--- config.mk ---
export PLATFORM = sky130hd
export DESIGN_NAME = ha_array_final_adder
export DESIGN_NICKNAME = d
export VERILOG_FILES = /design/src/rtl/ha_array_final_adder.sv
export SDC_FILE = /design/constraint.sdc
export NUM_CORES = 1
export LEC_CHECK = 0
export ABC_AREA = 1
export BUFFER_PORTS_ARGS = -buffer_cell sky130_fd_sc_hd__buf_2
export CAP_MARGIN = 5
export CORE_ASPECT_RATIO = 2
export CORE_MARGIN = 2
export CORE_UTILIZATION = 51
export DETAILED_ROUTE_END_ITERATION = 8
export GPL_TIMING_DRIVEN = 1
export PLACE_DENSITY = 0.77
export REMOVE_ABC_BUFFERS = 1
export SYNTH_ARGS = -nofsm -noshare
export SYNTH_HDL_FRONTEND = slang
export SYNTH_SLANG_ARGS = --single-unit
--- constraint.sdc ---
create_clock -name clk -period 3.4 [get_ports clk]
set_clock_uncertainty 0.15 [all_clocks]
set_input_delay 0.68 -clock clk [delete_from_list [all_inputs] [get_ports clk]]
set_output_delay 0.68 -clock clk [all_outputs]
set_load 0.05 [all_outputs]
--- src/rtl/ha_array_final_adder.sv ---
// Final adder for the 8x8 approximate multiplier. It captures four half-adder
// row pairs (sum row t_k, carry row b_k) and adds the weighted groups into a
// 17-bit accumulator over several cycles. It then presents the clamped or
// truncated 16-bit product over a valid/ready handshake.
module ha_array_final_adder #(
  parameter int GROUPS_PER_CYCLE = 1,
  parameter bit SATURATE         = 1
) (
  input  logic        clk,
  input  logic        rst_n,
  input  logic        in_valid,
  output logic        in_ready,
  input  logic [6:0]  ha_array_0_b,
  input  logic [6:0]  ha_array_1_b,
  input  logic [6:0]  ha_array_2_b,
  input  logic [6:0]  ha_array_3_b,
  input  logic [8:0]  ha_array_0_t,
  input  logic [8:0]  ha_array_1_t,
  input  logic [8:0]  ha_array_2_t,
  input  logic [8:0]  ha_array_3_t,
  output logic        out_valid,
  input  logic        out_ready,
  output logic [15:0] product,
  output logic        sat
);

  // Only divisors of the four groups give a whole number of ACC cycles.
  if (!(GROUPS_PER_CYCLE == 1 || GROUPS_PER_CYCLE == 2 || GROUPS_PER_CYCLE == 4)) begin : g_bad_gpc
    $error("ha_array_final_adder: GROUPS_PER_CYCLE must be 1, 2 or 4");
  end

  typedef enum logic [1:0] {IDLE, ACC, DONE} state_t;

  localparam logic [2:0] CNT_STEP = 3'(GROUPS_PER_CYCLE);

  state_t      state, state_nxt;
  logic        capture, add_en, load_out, rel_out;

  logic [8:0]  t_p0 [4];
  logic [6:0]  b_p0 [4];

  logic [16:0] acc_p1;
  logic [2:0]  cnt_p1;
  logic [16:0] add_sum;
  logic [1:0]  idx;
  logic        last_grp;

  // One group: sum row plus carry row (carry bits sit two places higher),
  // both shifted up by the group's 2k base weight.
  function automatic logic [16:0] group_value(input logic [8:0] t,
                                              input logic [6:0] b,
                                              input logic [1:0] k);
    logic [16:0] v;
    v = 17'(t) + (17'(b) << 2);
    return v << {k, 1'b0};
  endfunction

  // Anything above 16 bits is clamped only when SATURATE is set.
  function automatic logic [15:0] clamp16(input logic [16:0] s);
    if (SATURATE && s[16]) return 16'hFFFF;
    else                   return s[15:0];
  endfunction

  // Stage p0: row capture. These registers are data only and load on the accept cycle.
  always_ff @(posedge clk) begin
    if (capture) begin
      t_p0[0] <= ha_array_0_t;
      t_p0[1] <= ha_array_1_t;
      t_p0[2] <= ha_array_2_t;
      t_p0[3] <= ha_array_3_t;
      b_p0[0] <= ha_array_0_b;
      b_p0[1] <= ha_array_1_b;
      b_p0[2] <= ha_array_2_b;
      b_p0[3] <= ha_array_3_b;
    end
  end

  // Sum of the GROUPS_PER_CYCLE groups due this cycle, in ascending k order.
  always_comb begin
    add_sum = '0;
    idx     = '0;
    for (int i = 0; i < GROUPS_PER_CYCLE; i++) begin
      idx     = cnt_p1[1:0] + 2'(i);
      add_sum = add_sum + group_value(t_p0[idx], b_p0[idx], idx);
    end
  end

  assign last_grp = ((cnt_p1 + CNT_STEP) == 3'd4);

  // FSM state register.
  always_ff @(posedge clk or negedge rst_n) begin
    if (!rst_n) state <= IDLE;
    else        state <= state_nxt;
  end

  // Next-state and control strobes. DONE spends its first cycle loading the output register.
  always_comb begin
    state_nxt = state;
    capture   = 1'b0;
    add_en    = 1'b0;
    load_out  = 1'b0;
    rel_out   = 1'b0;
    case (state)
      IDLE: begin
        if (in_valid) begin
          capture   = 1'b1;
          state_nxt = ACC;
        end
      end
      ACC: begin
        add_en = 1'b1;
        if (last_grp) state_nxt = DONE;
      end
      DONE: begin
        if (!out_valid) begin
          load_out = 1'b1;
        end else if (out_ready) begin
          rel_out   = 1'b1;
          state_nxt = IDLE;
        end
      end
      default: state_nxt = IDLE;
    endcase
  end

  // Stage p1: accumulator, group counter and registered handshake/outputs.
  always_ff @(posedge clk or negedge rst_n) begin
    if (!rst_n) begin
      acc_p1    <= '0;
      cnt_p1    <= '0;
      in_ready  <= 1'b1;
      out_valid <= 1'b0;
      product   <= '0;
      sat       <= 1'b0;
    end else begin
      if (capture) begin
        acc_p1   <= '0;
        cnt_p1   <= '0;
        in_ready <= 1'b0;
      end else if (add_en) begin
        acc_p1 <= acc_p1 + add_sum;
        cnt_p1 <= cnt_p1 + CNT_STEP;
      end
      if (load_out) begin
        product   <= clamp16(acc_p1);
        sat       <= acc_p1[16];
        out_valid <= 1'b1;
      end
      if (rel_out) begin
        out_valid <= 1'b0;
        in_ready  <= 1'b1;
      end
    end
  end

endmodule

==> flow_summary.toml, run 1 <==
[clock_tree]
clk_latency_ns = 0.35
clock-root-buffer = "clkbuf_16"
cts_hold_buf = 0
cts_buffer_depth = 2
cts.sinks = 105
path_clk_slew_ns = 0.08
cts_tree = "done"
cts_buffers = 9
h-tree-depth = 3

[yosys]
syn_area_um2 = 5494
synth_area_per_cell_um2 = 8.992
yosys.area.top_type_share_pct = 34.98
syn-instance-count = 611
yosysTopAreaCell = "edfxtp_1"
yosys_warnings = 0
ys.flop_type = "edfxtp_1"
ys_seq_area_share_pct = 53.68
async_flop_share_pct = 39.05
ys_top_cells_by_area = "edfxtp_1 (35%), dfrtp_1 (18%), nand2_1 (11%), ha_1 (5.7%), o21ai_0 (5.1%)"
synth_seq_cells = 105
synth_edf_count = 64
synth_cell_types = 35

[timing]
tns_ns = -1.630
relSlewSlack_pct = 30.95
max_freq_ghz = 0.2799
min_period_ns = 3.572
setup_viol = 12
tightest_slew_ns = 1.036
post-route-worst-setup-slack_ns = -0.1724
min_period_over_period_pct = 105.1
finalHoldViolCount = 0
drv_slew = 0
rsz0062_at_grt = "true"

[die]
core_um2 = 10480
die_y_um = 150.8
fp.dieW_um = 77.39
die_area_um2 = 11670
rows = 53
ioPinCount = 87
start_util_pct = 52.44

[route]
wl_per_cell_um = 16.51
viasPerCell = 5.501
drt_iter0_markers = 250
drt-pass1-iter-count = 5
drtAntennaViolNets = 0
drc = 0
wirelength_um = 14480
via_count = 4824

[cells_and_area]
mostFrequentLayoutCell = "nand2_1"
final_nets = 830
drive_gt1_share_pct = 40.27
final_cell_mix = "nand2_1 (112), buf_2 (86), edfxtp_1 (64), inv_1 (63), nor2_1 (41)"
antenna_cells = 0
syn_to_final_growth_pct = 34.71

[grt]
grt_pass1_wl_um = 21070
first_global_vias = 4658
grt_overflow = 0
antenna_found_initial = 0
grt_max_degree = 67
grt_usage_pct = 23.33

[setup_path]
cp.required_ns = 3.50
cp-start-kind = "flip-flop"
endpoint_kind = "flip-flop"
rrSetupSlack_ns = -0.17
crit_start = "cnt_p1[0]"
worstPathMaxFanout = 7
worstSetupPathType = "flip-flop to flip-flop"
critPathArrivalTime_ns = 3.68
r2r_start = "cnt_p1[0]"

[placement]
gp_congestion = 0.9306
numPortBuffers = 86
hpwl_um = 9703

[status]
status = "complete, but fails checks"
failed_checks = "negative setup slack"

[hold_path]
min_path_type = "input pin to asynchronous set/reset pin"

[job]
max-cap-violations = 0
## routing by layer
layer  track usage, %  share of wire [%]  vias up  routed length, µm
met5                0                  0        -                  0
met4            12.41                5.9        0                856
met3            3.456                3.8       71                553
met2            46.61                 57      181               8272
met1            22.18                 33     2284               4798
li1                 -                  -     2288                  -
## worst paths after layout
| path | end | depth (start not counted) |
|---|---|---|
| worst max-delay path | acc_p1[15] | 19 |
| worst min-delay path | out_valid | 1 |
| max in group asynchronous | cnt_p1[0] | 1 |
| worst min register to register | product[9] | 2 |
| min in group clk | product[9] | 2 |
| worst max register to register | acc_p1[15] | 19 |
## cell type report
class | count | area (µm²)
multi-input combinational | 411 | 2831
timing repair inverter | 1 | 8.758
tap | 137 | 171.4
sequential | 105 | 2950
clock inverter | 6 | 60.06
inverter | 75 | 291.5
timing repair buffer | 132 | 858.3
fill | 793 | 3077
clock buffer | 10 | 229.0
## cell usage after synthesis (2+ instances only)
| master | count |
|---|---|
| nand3b_1 | 3 |
| buf_1 | 2 |
| inv_2 | 5 |
| nand4_1 | 5 |
| nand2_1 | 157 |
| clkbuf_1 | 9 |
| or2_1 | 2 |
| inv_1 | 70 |
| dfrtp_1 | 40 |
| edfxtp_1 | 64 |
| buf_2 | 6 |
| nor2_4 | 2 |
| fa_1 | 2 |
| a22oi_1 | 5 |
| o21ai_0 | 56 |
| nand3_1 | 40 |
| a22oi_2 | 4 |
| nor3_1 | 5 |
| xnor2_1 | 3 |
| o31ai_1 | 2 |
| or2_2 | 3 |
| nor2_1 | 52 |
| a21oi_1 | 17 |
| ha_1 | 25 |
| o22ai_1 | 17 |
| buf_6 | 3 |
| and2_1 | 4 |
## metrics by stage
| stage | hold slack (ns) | setup slack (ns) | cell area, µm² | util [%] | std cells |
|---|---|---|---|---|---|
| global route | 0.3380 | -0.3136 | 7401 | 70.64 | 877 |
| finish | 0.3021 | -0.1724 | 7401 | 70.64 | 877 |
| detailed placement | 0.3199 | -0.3457 | 6236 | 59.52 | 845 |
| CTS | 0.3387 | -0.004667 | 6654 | 63.51 | 862 |
| floorplan | 0.2344 | -0.7459 | 5389 | - | 591 |
| global placement | 0.3154 | -0.2980 | 6236 | 59.52 | 845 |
## critical path, stage by stage (launching register included)
cell     delay [ns]
dfrtp_2        0.52
buf_6          0.18
nor2_1         0.14
o22ai_1        0.12
ha_2           0.23
fa_2           0.42
xor2_2         0.17
inv_1          0.09
o21ai_2        0.16
nand2_1        0.10
o31ai_2        0.10
ha_1           0.35
nand2_1        0.11
nand2_2        0.08
a21oi_4        0.18
nand2_4        0.10
nand2_2        0.08
nand3_1        0.07
nand3_1        0.08
nand2_1        0.05
## state kept, by name (all words and copies together), names as in the netlist
| name | flops |
|---|---|
| t_p0 | 36 |
| b_p0 | 28 |
| acc_p1 | 17 |
| product | 16 |
| cnt_p1 | 3 |
| state | 2 |
| in_ready | 1 |
| out_valid | 1 |
| sat | 1 |
## repair_timing
| item | CTS | global route |
|---|---|---|
| endpoints found under the setup margin | 13 | 13 |
| pin swaps | 7 | 68 |
| hold endpoints to repair | 0 | 0 |
| resized for setup | 27 | 169 |
| gates cloned | 0 | 3 |
| buffers inserted | 1 | 13 |
## cell families after synthesis
logic type / share of synthesized area [%]
compound gates: 10.95
xor+xnor: 0.6378
fa+ha+maj: 6.422
buf+inv: 7.037
flops: 53.68
simple gates: 21.27
Power of run 1 is left out: the tool's default activity adds up to more than one toggle a clock period on the data nets, which glitch-free logic cannot reach.
==> run 2, diff against run 1 <==
--- a/config.mk
+++ b/config.mk
@@ -12,9 +12,11 @@
 export CORE_MARGIN = 2
 export CORE_UTILIZATION = 51
 export DETAILED_ROUTE_END_ITERATION = 8
+export GPL_ROUTABILITY_DRIVEN = 0
 export GPL_TIMING_DRIVEN = 1
-export PLACE_DENSITY = 0.77
+export PLACE_DENSITY = 0.84
 export REMOVE_ABC_BUFFERS = 1
+export SETUP_SLACK_MARGIN = 0.02
 export SYNTH_ARGS = -nofsm -noshare
 export SYNTH_HDL_FRONTEND = slang
 export SYNTH_SLANG_ARGS = --single-unit
==> flow_summary.toml, run 2 (synthesis results as in run 1) <==
[status]
status = "complete, but fails checks"
failed_checks = "design-rule violations, negative setup slack"

[timing]
max_freq_ghz = 0.2702
min_period_over_period_pct = 108.9
post-route-worst-setup-slack_ns = -0.3011
rsz0062_at_grt = "true"
min_period_ns = 3.701
drv_slew = 0
tightest_slew_ns = 0.9883
setup_viol = 8
finalHoldViolCount = 0
relSlewSlack_pct = 34.11

[route]
viasPerCell = 5.768
wirelength_um = 14770
drt-pass1-iter-count = 9
wl_per_cell_um = 17.13
via_count = 4972
drc = 1
drt_iter0_markers = 516
drtAntennaViolNets = 0

[cells_and_area]
final_nets = 815
largest_reg_flops = 36
syn_to_final_growth_pct = 30.22
antenna_cells = 0
top_register = "t_p0"
reg_top3 = "t_p0: 36 flops, b_p0: 28 flops, acc_p1: 17 flops"
drive_gt1_share_pct = 36.00
mostFrequentLayoutCell = "nand2_1"
final_cell_mix = "nand2_1 (124), buf_2 (86), edfxtp_1 (64), inv_1 (62), nor2_1 (40)"
final_cell_count_no_fill = 862

[clock_tree]
cts_buffers = 9
path_clk_slew_ns = 0.08
clk_latency_ns = 0.36
cts_buffer_depth = 2
cts_hold_buf = 0
clock-root-buffer = "clkbuf_16"
cts_tree = "done"
h-tree-depth = 3
cts.sinks = 105

[setup_path]
worstPathMaxFanout = 7
worstSetupPathType = "flip-flop to flip-flop"
cp.required_ns = 3.50
critPathArrivalTime_ns = 3.80
cp-start-kind = "flip-flop"
endpoint_kind = "flip-flop"

[grt]
antenna_found_initial = 0
first_global_vias = 4668
grt_overflow = 0
grt_usage_pct = 22.27
grt_pass1_wl_um = 20470
grt_max_degree = 65

[hold_path]
min_path_type = "input pin to asynchronous set/reset pin"

[die]
ioPinCount = 87
die_area_um2 = 11670
start_util_pct = 52.44
fp.dieW_um = 77.39
core_um2 = 10480
rows = 53
die_y_um = 150.8

[placement]
hpwl_um = 9119
place_ws_ns = -0.2190
numPortBuffers = 86
placed_cells = 830

[job]
max-cap-violations = 0
run 2: cell types whose count changed in the layout (fill, tap and decap cells not counted), sizes merged:
cell | before | now
buf | 130 | 115
clkinv | 4 | 3
inv | 78 | 79
run 2: through the flow:
stage               hold WS, ns  util, %  setup TNS, ns  area [µm²]
floorplan                0.2344        -         -8.721        5389
global placement         0.3147    58.80        -0.3322        6161
detailed placement       0.3200    58.80         -1.255        6161
CTS                      0.3375    63.15              0        6616
global route             0.3275    68.28         -2.413        7154
finish                   0.3085    68.28        -0.9583        7154
run 2: timing repair:
| action | CTS | global route |
|---|---|---|
| pin swaps | 13 | 23 |
| gates cloned | 0 | 4 |
| setup buffers | 6 | 6 |
| resized for setup | 31 | 121 |
| endpoints found under the setup margin | 13 | 13 |
run 2: worst max-delay path, stage by stage (launching register included):
cell and delay (ns):
dfrtp_2 0.51, buf_6 0.18, o21ai_1 0.19, o22ai_2 0.15, fa_2 0.43, nand3_2 0.09
nand3_2 0.08, xnor2_2 0.22, nand2_2 0.10, nand3_2 0.07, nand2_2 0.07, ha_4 0.31
nand2_2 0.08, nor2_1 0.19, nand3_1 0.13, nand2_2 0.16, nand2_1 0.12, nand2_1 0.11
nand2_1 0.09, nand3_1 0.09, nand2_1 0.05
run 2: layout make-up:
class | count | area [µm²]
timing repair inverter | 1 | 6.256
fill | 762 | 3323
timing repair buffer | 117 | 788.3
multi-input combinational | 411 | 2658
sequential | 105 | 2950
tap | 137 | 171.4
clock buffer | 10 | 229.0
inverter | 75 | 289.0
clock inverter | 6 | 62.56
run 2: metal layers:
layer,share of wire (%),wire (µm),GRT usage [%],vias to the layer above
li1,-,-,-,2264
met3,6.6,969,3.933,124
met4,8.6,1276,15.27,0
met5,0,0,0,-
met1,32,4697,21.51,2296
met2,53,7824,42.00,288
run 2: worst paths after layout:
| path | from | end | slack, ns | depth (start not counted) |
|---|---|---|---|---|
| max in group asynchronous | rst_n | cnt_p1[0] | 2.16 | 1 |
| worst min-delay path | rst_n | product[2] | 0.31 | 1 |
| min in group clk | product[10] | product[10] | 0.33 | 2 |
| worst max register to register | cnt_p1[0] | acc_p1[15] | -0.30 | 20 |
| worst max-delay path | cnt_p1[0] | acc_p1[15] | -0.30 | 20 |
| worst min register to register | product[10] | product[10] | 0.33 | 2 |
Power of run 2 is left out for the same reason.
==> run 3, diff against run 2 <==
--- a/config.mk
+++ b/config.mk
@@ -8,7 +8,7 @@
 export ABC_AREA = 1
 export BUFFER_PORTS_ARGS = -buffer_cell sky130_fd_sc_hd__buf_2
 export CAP_MARGIN = 5
-export CORE_ASPECT_RATIO = 2
+export CORE_ASPECT_RATIO = 1.25
 export CORE_MARGIN = 2
 export CORE_UTILIZATION = 51
 export DETAILED_ROUTE_END_ITERATION = 8
==> flow_summary.toml, run 3 (synthesis results as in run 1) <==
[clock_tree]
clk_latency_ns = 0.37
path_clk_slew_ns = 0.08
clock-root-buffer = "clkbuf_16"
h-tree-depth = 3
cts.sinks = 105
cts_tree = "done"
cts_buffer_depth = 2
cts_buffers = 9

[cells_and_area]
syn_to_final_growth_pct = 31.61
antenna_cells = 0
final_nets = 818
reg_top3 = "t_p0: 36 flops, b_p0: 28 flops, acc_p1: 17 flops"
final_cell_mix = "nand2_1 (130), buf_2 (86), edfxtp_1 (64), inv_1 (63), dfrtp_1 (39)"
largest_reg_flops = 36
drive_gt1_share_pct = 36.95
mostFrequentLayoutCell = "nand2_1"
top_register = "t_p0"

[status]
status = "complete, but fails checks"
failed_checks = "negative setup slack"

[route]
wl_met2_um = 7560
met3_length_um = 1192
wirelength_um = 15190
m1WireLength_um = 5218
wl_per_cell_um = 17.67
drtAntennaViolNets = 0
drc = 0
dr.max_layer_used = "met4"
drt_iter0_markers = 519
viasPerCell = 5.805
drt-pass1-iter-count = 5
via_count = 4992

[die]
fp.dieW_um = 96.84
die_y_um = 120.0
ioPinCount = 87
rows = 42
die_area_um2 = 11620
start_util_pct = 52.01
core_um2 = 10560

[setup_path]
endpoint_kind = "flip-flop"
cp.required_ns = 3.56
cp-start-kind = "flip-flop"
worstSetupPathType = "flip-flop to flip-flop"
critPathArrivalTime_ns = 3.87
worstPathMaxFanout = 9

[grt]
grt_pass1_wl_um = 21250
grt_overflow = 0
grt_max_degree = 42
grt_usage_pct = 22.92
first_global_vias = 4704
antenna_found_initial = 0

[timing]
min_period_ns = 3.716
min_period_over_period_pct = 109.3
setup_viol = 11
rsz0062_at_grt = "true"
drv_slew = 0
max_freq_ghz = 0.2691
post-route-worst-setup-slack_ns = -0.3165
tightest_slew_ns = 1.001
finalHoldViolCount = 0
relSlewSlack_pct = 33.24

[job]
max-cap-violations = 0

[placement]
place_ws_ns = -0.2184
hpwl_um = 8566
numPortBuffers = 86

[hold_path]
min_path_type = "input pin to asynchronous set/reset pin"
## run 3: changes by cell type in the layout (fill, tap and decap cells not counted), moves of 4 or more
cell / delta
nand2_2: -7
nand2_1: +6
nand3_1: -5
nand3_2: +5
buf_4: +4
nor2_2: +4
o21ai_1: -4
## run 3: layer usage
| metal | vias up | GRT usage [%] |
|---|---|---|
| li1 | 2270 | - |
| met3 | 115 | 4.543 |
| met2 | 330 | 40.49 |
| met4 | 0 | 14.61 |
| met5 | - | 0 |
| met1 | 2277 | 25.09 |
## run 3: worst paths after layout
| check | startpoint | to | slack [ns] | cells past startpoint |
|---|---|---|---|---|
| setup / recovery | cnt_p1[0] | acc_p1[13] | -0.32 | 21 |
| hold reg to reg | product[10] | product[10] | 0.33 | 2 |
| hold / removal | rst_n | acc_p1[2] | 0.31 | 1 |
| min in group clk | product[10] | product[10] | 0.33 | 2 |
| setup reg to reg | cnt_p1[0] | acc_p1[13] | -0.32 | 21 |
| max in group asynchronous | rst_n | cnt_p1[0] | 2.16 | 1 |
## run 3: area by class of cell
class | count | area [µm²]
fill | 707 | 3332
sequential | 105 | 2950
multi-input combinational | 411 | 2708
timing repair buffer | 121 | 812.0
inverter | 75 | 286.5
clock buffer | 9 | 225.2
tap | 132 | 165.2
clock inverter | 7 | 83.83
## run 3: worst max-delay path, stage by stage (launching register included)
cell	delay (ns)
dfrtp_2	0.52
inv_6	0.09
nor2_1	0.27
o22ai_2	0.13
ha_2	0.22
fa_2	0.37
nand3_2	0.08
nand3_2	0.08
xnor2_2	0.22
nand2_1	0.13
nand2_1	0.11
nor2_2	0.06
ha_4	0.27
nand2_1	0.15
nand2_1	0.14
inv_1	0.09
nand2_1	0.07
a21oi_2	0.15
nand2_1	0.09
nand2_1	0.07
nand3_1	0.08
nand2_1	0.09
## run 3: repair_timing
item / 4_1_cts / 5_1_grt
setup buffers: 5 / 9
gates cloned: 1 / 2
pin swaps: 10 / 56
endpoints found under the setup margin: 12 / 13
hold buffers: 0 / 0
gates resized for setup: 34 / 124
## run 3: stage by stage
stage	TNS, ns	cells	utilization (%)	area [µm²]	hold slack [ns]
CTS	0	849	63.21	6676	0.3371
global placement	-0.1691	827	58.29	6157	0.3128
floorplan	-8.721	591	-	5389	0.2344
detailed placement	-1.114	827	58.29	6157	0.3219
finish	-2.079	860	68.46	7231	0.3082
global route	-4.031	860	68.46	7231	0.3318
Power of run 3 is left out for the same reason.
